[config.mk]
export PLATFORM = sky130hd
export DESIGN_NAME = shift_reg_piso
export DESIGN_NICKNAME = d
export VERILOG_FILES = /design/src/rtl/shift_reg_piso_pkg.sv /design/src/rtl/shift_reg_piso_bitcnt.sv /design/src/rtl/shift_reg_piso.sv
export SDC_FILE = /design/constraint.sdc
export NUM_CORES = 1
export LEC_CHECK = 0
export BUFFER_PORTS_ARGS = -buffer_cell sky130_fd_sc_hd__buf_2
export CORE_AREA = 2 2 39 41
export CTS_CLUSTER_DIAMETER = 50
export DETAILED_ROUTE_END_ITERATION = 7
export DIE_AREA = 0 0 41 43
export PLACE_DENSITY = 0.63
export SETUP_SLACK_MARGIN = 0.05
export SKIP_LAST_GASP = 1
export SLEW_MARGIN = 20
export SYNTH_ARGS = -nofsm -noshare
export SYNTH_HDL_FRONTEND = slang
export SYNTH_SLANG_ARGS = --single-unit
export TNS_END_PERCENT = 30
[constraint.sdc]
create_clock -name clk -period 1.4 [get_ports clk]
set_input_delay 0.21 -clock clk [delete_from_list [all_inputs] [get_ports clk]]
set_output_delay 0.21 -clock clk [all_outputs]
set_load 0.01 [all_outputs]
[src/rtl/shift_reg_piso_pkg.sv]
// Shared constants and types for the parallel-in serial-out shifter.
// Holds the counter width helper and the per-edge action encoding.
package shift_reg_piso_pkg;

   // Kind of work done on a rising edge once out of reset.
   typedef enum logic {
      EDGE_SHIFT = 1'b0,
      EDGE_LOAD  = 1'b1
   } edge_e;

   // A 1-bit counter is still needed when the word is two bits wide.
   function automatic int cnt_width(input int n);
      return (n <= 2) ? 1 : $clog2(n);
   endfunction

endpackage

[src/rtl/shift_reg_piso_bitcnt.sv]
// Modulo-size bit counter that frames each serial word.
// wrap marks the last bit of a frame; the top level reloads on it.
module shift_reg_piso_bitcnt
   import shift_reg_piso_pkg::*;
#(
   parameter int size = 8
) (
   input  logic clk,
   input  logic reset,
   input  logic run,
   output logic wrap
);

   localparam int CNT_W = cnt_width(size);

   logic [CNT_W-1:0] cnt_reg;
   logic [CNT_W-1:0] cnt_next;

   assign wrap = (cnt_reg == CNT_W'(size - 1));

   // Held at zero until the first word is loaded, then restarts on every wrap.
   always_comb begin
      cnt_next = cnt_reg + CNT_W'(1);
      if (!run || wrap) begin
         cnt_next = '0;
      end
   end

   always_ff @(posedge clk or negedge reset) begin
      if (!reset) begin
         cnt_reg <= '0;
      end else begin
         cnt_reg <= cnt_next;
      end
   end

endmodule

[src/rtl/shift_reg_piso.sv]
// Parallel-in serial-out shift register with self-timed framing.
// A word is captured every size cycles and sent one bit per cycle.
module shift_reg_piso
   import shift_reg_piso_pkg::*;
#(
   parameter int size      = 8,
   parameter bit MSB_FIRST = 1'b1
) (
   input  logic            clk,
   input  logic            reset,
   input  logic [size-1:0] datain,
   output logic            dataout
);

   logic [size-1:0] sr_reg;
   logic [size-1:0] sr_next;
   logic [size-1:0] shifted;
   logic            loaded_reg;
   logic            wrap;
   edge_e           edge_kind;

   shift_reg_piso_bitcnt #(
      .size (size)
   ) u_bitcnt (
      .clk   (clk),
      .reset (reset),
      .run   (loaded_reg),
      .wrap  (wrap)
   );

   assign edge_kind = (!loaded_reg || wrap) ? EDGE_LOAD : EDGE_SHIFT;

   // Shift away from the leading end, zero-filling the vacated bit.
   genvar gi;
   generate
      for (gi = 0; gi < size; gi++) begin : g_shift
         if (MSB_FIRST) begin : g_left
            if (gi == 0) begin : g_fill
               assign shifted[gi] = 1'b0;
            end else begin : g_move
               assign shifted[gi] = sr_reg[gi-1];
            end
         end else begin : g_right
            if (gi == size - 1) begin : g_fill
               assign shifted[gi] = 1'b0;
            end else begin : g_move
               assign shifted[gi] = sr_reg[gi+1];
            end
         end
      end
   endgenerate

   always_comb begin
      sr_next = shifted;
      if (edge_kind == EDGE_LOAD) begin
         sr_next = datain;
      end
   end

   always_ff @(posedge clk or negedge reset) begin
      if (!reset) begin
         sr_reg     <= '0;
         loaded_reg <= 1'b0;
      end else begin
         sr_reg     <= sr_next;
         loaded_reg <= 1'b1;
      end
   end

   // The leading bit comes straight from the register, so datain never reaches dataout.
   assign dataout = MSB_FIRST ? sr_reg[size-1] : sr_reg[0];

endmodule

# After elaboration in Yosys (flattened, before gate mapping)
# Index checks and enable logic that the tools add are counted.
# op_classes
add_sub_neg	1
n_eq_ne	1
mux	3
reduce_logical	2
# ops
operator	count
$mux W8	1
$add A3 B1 Y3 const B	1
$eq A3 B3 Y1 const B	1
$mux W3	1
$logic_not A1 Y1	1
$logic_or A1 B1 Y1	1
$mux W1	1
# totals
ff_bits	12
in_bits	10
output_inout_bits	1
word_cells	10

# Longest topological paths before layout
# Gate-level depths: netlist of run 1.
# depth
ltp_word	4
depth_mapped	5
ltp_nobuf	4

# Cells and area by module
# A second synthesis of run 1 with hierarchy kept.
# hier_totals
cells_unflattened	28
area_unflattened_um2	498.0
# modules_own_cells
mod	n_inst	cells_each	area_per_inst_um2
shift_reg_piso	1	20	367.9
shift_reg_piso_bitcnt	1	8	130.1

# Worst setup path before layout of run 1
# OpenSTA, ideal clock, no wires.
# synth_timing
kind	reg-to-reg
startpoint	reg u_bitcnt.cnt_reg[0]
endpoint	reg sr_reg[1]
setup_ps	125
arrival_ps	1305
required_time_ps	1275
slack_ps	-30
stages_incl_launch_ff	6
path_buffers	1
period_less_slack_ps	1430
cell_sequence	dfrtp_1 ha_1 ha_1 nor2b_4 buf_6 mux2_4
# synth_via
elab_chain_cells	4
# synth_rtl
element	line_no	source
start, declared	shift_reg_piso_bitcnt.sv:16	logic [CNT_W-1:0] cnt_reg;
start signal, assigned	shift_reg_piso_bitcnt.sv:33	cnt_reg <= cnt_next;
$eq A3 B3 Y1	shift_reg_piso_bitcnt.sv:19	assign wrap = (cnt_reg == CNT_W'(size - 1));
$logic_or A1 B1 Y1	shift_reg_piso.sv:31	assign edge_kind = (!loaded_reg || wrap) ? EDGE_LOAD : EDGE_SHIFT;
$mux W1	shift_reg_piso.sv:31	
$mux W8	shift_reg_piso.sv:55	if (edge_kind == EDGE_LOAD) begin
via sr_next[1]	shift_reg_piso.sv:16	logic [size-1:0] sr_next;
end signal, assigned	shift_reg_piso.sv:65	sr_reg <= sr_next;
end, declared	shift_reg_piso.sv:15	logic [size-1:0] sr_reg;
# The timed path passes the listed nets, and every way through them passes these cells.

# Worst setup path in the final report of run 1
# layout_timing
startpoint	reg u_bitcnt.cnt_reg[0]
endpoint	reg sr_reg[7]
# Same word-level chain as after synthesis.

==> results by group, run 1 <==
Outcome
  • Outcome: finished with violations
  • Failing checks: setup timing

STA
  • Final count of hold timing violations: 0
  • Final worst-path setup slack: -0.0395 ns
  • Clk_skew: between 0.0008 and 0.0009 ns
  • Setup_tns: -0.0426 ns
  • Final worst-path cycle share: 103%
  • RSZ-0062 raised after global routing: yes
  • Min Tclk post-route: between 1 and 1.5 ns
  • Max frequency: around 0.7 GHz
  • Setup-failing EPs final: 3
  • Final max-slew violation count: 0
  • Hold WS: 0.163 ns

Die
  • Total core area: 1380 sq um
  • I/O pins: 11
  • Die ar.: around 1800 sq um
  • Die W: just over 40 um
  • FP Rows: 14
  • Initial core utilization: between 30% and 40%
  • Die height: 43 um

Logic synthesis
  • Post-synth EDFFs: 0
  • Synth cell types: 10
  • Synth Cell Area: roughly 480 sq um
  • Syn Area/Cell: around 17 sq um
  • Syn nets: 40
  • Seq/Total Area, Yosys: 62.3%
  • Yosys top cell area share: between 60 and 70%
  • Cell taking the most area after synthesis: dfrtp_1
  • Gate Count Post-Synth: 28
  • Most instantiated cells after synthesis: dfrtp_1 (12), mux2_4 (6), and2_1 (2), ha_1 (2)
  • Top post-synthesis cells by area: dfrtp_1 (62%), mux2_4 (19%), ha_1 (5.2%), nor2b_4 (2.9%), and2_1 (2.6%)
  • Yosys warnings: 0
  • Seq cells post-synth: 12
  • Post-synth top flop: dfrtp_1
  • Synth async-reset ratio: 100%
  • Most frequent cell after synthesis: dfrtp_1

Global route
  • GRT Residual Overflow: 0
  • Total track usage: a little over a tenth
  • Initial antenna violation count: 0
  • Vias in the first global route: 306
  • First-pass GRT wire length: 1210 um
  • Largest net degree at the start of global routing: 13

Place
  • DP HPWL: 522 um
  • GP Congestion: 0.629
  • Port Buffer Count: 10

Drt
  • Vias per inst: 4.27
  • DRT antenna net count: 0
  • Drt first pass iters: 1
  • Final wirelength: between 600 and 700 um
  • DRC: 0
  • DR iter-0 viols: 0
  • Avg WL per Cell: between 10 and 15 um
  • Vias: roughly 260

Power
  • Leak: about 0.32 nW
  • Cell Pwr Density: about 1100 nW/um^2
  • Worst vdd ir: between 0.3 and 0.4 mV

CTS
  • Root Driver: clkbuf_4
  • TritonCTS Buffers: 3
  • CTS tree: done
  • Resized cells post-CTS: 0
  • Htree depth: 1
  • # clock sinks: 12
  • Clk slew on worst S/H paths: roughly 0.06 ns
  • Clk_lat worst skew: between 0.2 and 0.3 ns
  • CTS max path bufs: 2

Final layout
  • Area growth from synthesis to layout: 29.4%
  • Layout cells sized above 1: about three fifths
  • Fin util: around 45%
  • Net count, final: 58
  • Flip-flop count of the largest register after layout: 8
  • Inserted Diodes: 0

Critical path
  • CP Max Fanout: 10
  • CP startpoint kind: register
  • WP data required: between 1.5 and 2 ns
  • Crit end category: register
  • Setup CP Type: register to register
  • Arrival time at the worst endpoint: ~1.6 ns

Run
  • Max Cap Viol: 0

Min path
  • Hold Crit Class: primary input to register
-- layer usage --
layer | share of wire, % | vias to the layer above | track usage [%]
li1 | - | 123 | -
met1 | 38 | 124 | 11.9
met2 | 53 | 9 | 15.9
met3 | 8.8 | 0 | 4.71
met4 | 0 | 0 | 8.00
met5 | 0 | - | 0
-- stage by stage --
stage          std cells  area (sq um)  setup WS, ns  power, mW
5_1_grt               60           623       -0.0890      0.722
3_5_place_dp          54           576       -0.0447      0.478
6_report              60           623       -0.0395      0.670
4_1_cts               59           616       -0.0528      0.684
3_3_place_gp          54           576      -0.00228      0.472
2_1_floorplan         28           497        0.0367      0.443
-- worst max-delay path, cell delays in order (launching register included) --
cell	delay [ns]
dfrtp_1	0.39
ha_2	0.19
ha_4	0.16
nor2b_4	0.12
buf_12	0.14
mux2_2	0.34
-- final cells by class --
| cell class | count | area [sq um] |
|---|---|---|
| clock buffer | 3 | 22.5 |
| fill | 128 | 761 |
| multi-input combinational | 15 | 185 |
| sequential | 12 | 300 |
| tap | 16 | 20.0 |
| timing repair buffer | 14 | 95.1 |
-- kinds of logic after synthesis --
group / count (synthesis) / synth area share, %
buffers and inverters: 1 / 2.34
adder cells (fa/ha/maj): 2 / 5.19
flip-flops: 12 / 62.3
multiplexers: 7 / 21.0
other: 1 / 0.778
AND/OR/NAND/NOR: 5 / 8.31
-- report_power, final --
| group | internal, mW | switching [mW] |
|---|---|---|
| logic | 0.0596 | 0.0312 |
| clock network | 0.0991 | 0.0940 |
| registers | 0.376 | 0.0104 |
-- path summary, 6_finish.rpt --
| path | startpoint | depth (start not counted) | to | slack, ns |
|---|---|---|---|---|
| worst max-delay path | u_bitcnt.cnt_reg[0]$_DFF_PN0_ | 5 | sr_reg[7]$_DFF_PN0_ | -0.04 |
| max in group asynchronous | reset | 2 | u_bitcnt.cnt_reg[1]$_DFF_PN0_ | 0.85 |
| worst max register to register | u_bitcnt.cnt_reg[0]$_DFF_PN0_ | 5 | sr_reg[7]$_DFF_PN0_ | -0.04 |
| min in group asynchronous | reset | 2 | sr_reg[6]$_DFF_PN0_ | 0.35 |
| worst min register to register | sr_reg[2]$_DFF_PN0_ | 1 | sr_reg[3]$_DFF_PN0_ | 0.48 |
| worst min-delay path | datain[0] | 2 | sr_reg[0]$_DFF_PN0_ | 0.16 |
-- repair_timing --
action,4_1_cts,5_1_grt
endpoints found under the setup margin,7,8
setup buffers,1,1
endpoints found under the hold margin,12,0
hold buffers,1,0
-- placed cells by master (no fill, tap or decap) --
cell type	synthesis	routed
ha_2	0	1
nor2b_4	1	1
buf_2	0	10
nor2b_1	1	1
buf_4	0	2
ha_4	0	1
buf_12	0	1
dlygate4sd3_1	0	1
clkbuf_4	0	3
mux2_4	6	6
conb_1	1	1
dfrtp_1	12	12
and2b_1	1	1
mux2_2	1	1
and2_1	2	2
No activity file was read; power rests on OpenSTA's default activity.
==> run 2: changes to the inputs <==
Settings changed: PLACE_DENSITY 0.63 to 0.65, SYNTH_HIERARCHICAL set to 1.
==> run 2 against run 1 <==
Net effect: the flow still finishes with violations (setup timing); utilization increased by 2.8 points; sequential share of layout area decreased by 2.8 points; cell count increased by 5.0%; fmax increased by 2.6%; highest routed layer unchanged; register-to-register slack improved by 0.04 ns; sequential cell count unchanged; via count increased by 7.4%; global-route usage increased by 0.47 points; largest power group unchanged.
==> results by group, run 2 <==
Final layout
  • Multi-input combinational cell area: 201 sq um (was 185 sq um)
  • Layout fillers: 123 (was 128)
  • Inserted Diodes: 0 (unchanged)
  • Net count, final: 61 (was 58)
  • Flip-flop count of the largest register after layout: 8 (unchanged)
  • Layout cells sized above 1: 66.0% (was 59.1%)
  • Most common cell after layout, fill and taps aside: dfrtp_1 (unchanged)
  • Area growth from synthesis to layout: 32.9% (was 29.4%)
  • Register Area: 300 sq um (unchanged)
  • Commonest non-fill, non-tap cells in the layout: dfrtp_1 (12), buf_2 (10), mux2_4 (7), buf_4 (5), clkbuf_4 (3) (was dfrtp_1 (12), buf_2 (10), mux2_4 (6), clkbuf_4 (3))

Logic synthesis
  • Most frequent cell after synthesis: dfrtp_1 (unchanged)
  • Synth async-reset ratio: 100% (unchanged)
  • Syn nets: 40 (unchanged)
  • Synth Cell Area: 498 sq um (was 482 sq um)
  • Top post-synthesis cells by area: dfrtp_1 (60%), mux2_4 (21%), ha_1 (5.0%), and3b_1 (3.5%), nor2b_4 (2.8%) (was dfrtp_1 (62%), mux2_4 (19%), ha_1 (5.2%), nor2b_4 (2.9%), and2_1 (2.6%))
  • Cell taking the most area after synthesis: dfrtp_1 (unchanged)
  • Yosys top cell area share: 60.3% (was 62.3%)
  • Post-synth EDFFs: 0 (unchanged)
  • Seq/Total Area, Yosys: 60.3% (was 62.3%)
  • Syn Area/Cell: 17.8 sq um (was 17.2 sq um)
  • Seq cells post-synth: 12 (unchanged)
  • Most instantiated cells after synthesis: dfrtp_1 (12), mux2_4 (7), and3b_1 (2), ha_1 (2) (was dfrtp_1 (12), mux2_4 (6), and2_1 (2), ha_1 (2))
  • Gate Count Post-Synth: 28 (unchanged)
  • Synth cell types: 9 (was 10)
  • Yosys warnings: 6 (was 0)
  • Post-synth top flop: dfrtp_1 (unchanged)

Outcome
  • Failing checks: setup timing (unchanged)
  • Outcome: finished with violations (unchanged)

Power
  • Worst vdd ir: 0.485 mV (was 0.343 mV)
  • Leak: 0.346 nW (was 0.317 nW)
  • Cell Pwr Density: 1040 nW/um^2 (was 1080 nW/um^2)

Critical path
  • FF-to-FF Start: u_bitcnt/cnt_reg[0]$_DFF_PN0_ (was u_bitcnt.cnt_reg[0]$_DFF_PN0_)
  • Crit end category: register (unchanged)
  • CP top delay family: flip-flops (unchanged)
  • Slowest stage delay, CP: 0.38 ns (was 0.39 ns)
  • Capturing point of the worst reg2reg path: sr_reg[2]$_DFF_PN0_ (was sr_reg[7]$_DFF_PN0_)
  • CP Max Fanout: 8 (was 10)
  • R2R setup slack: -0.003 ns (was -0.04 ns)
  • Setup CP Type: register to register (unchanged)
  • WP data required: 1.54 ns (about the same)
  • R2R cell count: 5 (unchanged)
  • CP startpoint kind: register (unchanged)
  • Critical-path top delay cell: dfrtp_1 (unchanged)
  • Buffers and inverters on the worst path: 1 (unchanged)
  • Crit path cell chain: ha_2, ha_4, nor2b_4, buf_12, mux2_4 (was ha_2, ha_4, nor2b_4, buf_12, mux2_2)
  • Arrival time at the worst endpoint: 1.55 ns (was 1.58 ns)

Drt
  • Vias per inst: 4.37 (was 4.27)
  • Avg WL per Cell: 12.0 um (was 11.4 um)
  • Vias: 275 (was 256)
  • Final wirelength: 757 um (was 684 um)
  • DRC: 0 (unchanged)
  • DRT antenna net count: 0 (unchanged)
  • Drt first pass iters: 1 (unchanged)
  • DR iter-0 viols: 0 (unchanged)

STA
  • Max frequency: 0.713 GHz (was 0.695 GHz)
  • Final worst-path cycle share: 100% (was 103%)
  • Setup-failing EPs final: 1 (was 3)
  • Setup_tns: -0.00296 ns (was -0.0426 ns)
  • Clk_skew: 0.00418 ns (was 0.000803 ns)
  • RSZ-0062 raised after global routing: yes (unchanged)
  • Final max-slew violation count: 0 (unchanged)
  • Final count of hold timing violations: 0 (unchanged)
  • Final worst-path setup slack: -0.00296 ns (was -0.0395 ns)
  • Min Tclk post-route: 1.40 ns (was 1.44 ns)

Place
  • Port Buffer Count: 10 (unchanged)
  • DP HPWL: 551 um (was 522 um)
  • GP Congestion: 0.648 (was 0.629)
  • Pre-CTS setup slack: -0.0694 ns (was -0.0447 ns)

Min path
  • Hold path start: datain[0] (unchanged)
  • Hold Crit Class: primary input to register (unchanged)
  • Worst Hold End: sr_reg[0]$_DFF_PN0_ (unchanged)
  • Worst hold stages: 2 (unchanged)

CTS
  • Htree depth: 1 (unchanged)
  • Clk_lat worst skew: 0.26 ns (about the same)
  • CTS tree: done (unchanged)
  • TritonCTS Buffers: 3 (unchanged)
  • # clock sinks: 12 (unchanged)
  • Clk slew on worst S/H paths: 0.06 ns (about the same)
  • Root Driver: clkbuf_4 (unchanged)
  • CTS max path bufs: 2 (unchanged)
  • Resized cells post-CTS: 0 (unchanged)

Global route
  • Largest net degree at the start of global routing: 13 (unchanged)
  • GRT Residual Overflow: 0 (unchanged)
  • Initial antenna violation count: 0 (unchanged)
  • First-pass GRT wire length: 1240 um (was 1210 um)
  • Total track usage: 11.4% (was 10.9%)
  • Vias in the first global route: 311 (was 306)

Die
  • I/O pins: 11 (unchanged)
  • FP Rows: 14 (unchanged)
  • Die height: 43 um (unchanged)
  • Die W: 41 um (unchanged)
  • Total core area: 1380 sq um (unchanged)
  • Die ar.: 1760 sq um (unchanged)
  • Initial core utilization: 36.0% (was 34.8%)

Run
  • Max Cap Viol: 0 (unchanged)
run 2: cell count changes in the layout (fill, tap and decap cells not counted):
cell and delta:
and2_1 -2, and2b_1 -1, and2b_2 +1, and3b_1 +2, buf_4 +3, mux2_2 -1
mux2_4 +1, nor2b_1 -1, nor3b_2 +1
run 2: what timing repair did:
action | in CTS | in global routing
endpoints found under the hold margin | 12 | 0
setup buffers | 3 | 1
hold buffers | 1 | 0
endpoints found under the setup margin | 8 | 8
run 2: kinds of logic after synthesis:
group / Yosys count / synth area share (%)
simple gates: 5 / 10.6
buf+inv: 1 / 2.26
fa+ha+maj: 2 / 5.02
mux: 7 / 21.1
flops: 12 / 60.3
other cells: 1 / 0.753
run 2: metrics by stage:
step	instances	total power, mW	utilization, %	instance area, sq um	hold WS (ns)
2_1_floorplan	28	0.447	-	513	-0.0856
3_3_place_gp	55	0.472	42.4	587	0.0857
3_5_place_dp	55	0.479	42.4	587	0.0995
4_1_cts	62	0.694	47.3	654	0.167
5_1_grt	63	0.719	47.8	662	0.170
6_report	63	0.686	47.8	662	0.175
run 2: area by class of cell:
type | count | area share [%]
clock buffer | 3 | 3.40
timing repair buffer | 17 | 17.8
multi-input combinational | 15 | 30.4
tap | 16 | 3.02
sequential | 12 | 45.4
run 2: worst max-delay path by stage:
stage / from / endpoint / slack (ns) / depth (start not counted)
after global routing: u_bitcnt/cnt_reg[0]$_DFF_PN0_ / sr_reg[2]$_DFF_PN0_ / -0.04 / 5
after floorplan: u_bitcnt/cnt_reg[0]$_DFF_PN0_ / sr_reg[1]$_DFF_PN0_ / 0.03 / 5
after detailed placement: u_bitcnt/cnt_reg[0]$_DFF_PN0_ / sr_reg[2]$_DFF_PN0_ / -0.07 / 4
final: u_bitcnt/cnt_reg[0]$_DFF_PN0_ / sr_reg[2]$_DFF_PN0_ / -0.003 / 5
after CTS: u_bitcnt/cnt_reg[0]$_DFF_PN0_ / sr_reg[2]$_DFF_PN0_ / -0.006 / 5
after global placement: u_bitcnt/cnt_reg[0]$_DFF_PN0_ / sr_reg[2]$_DFF_PN0_ / -0.03 / 4
run 2: where the power goes:
group	switching, mW	internal (mW)
clock	0.101	0.0992
sequential	0.0118	0.376
combinational	0.0320	0.0661
total	0.145	0.541
run 2: layer usage:
| layer | global-route usage (%) | up-vias | wire length, um |
|---|---|---|---|
| met5 | 0 | - | 0 |
| met4 | 8.00 | 0 | 0 |
| met3 | 4.71 | 0 | 34 |
| met2 | 17.2 | 7 | 416 |
| met1 | 12.2 | 134 | 305 |
| li1 | - | 134 | - |
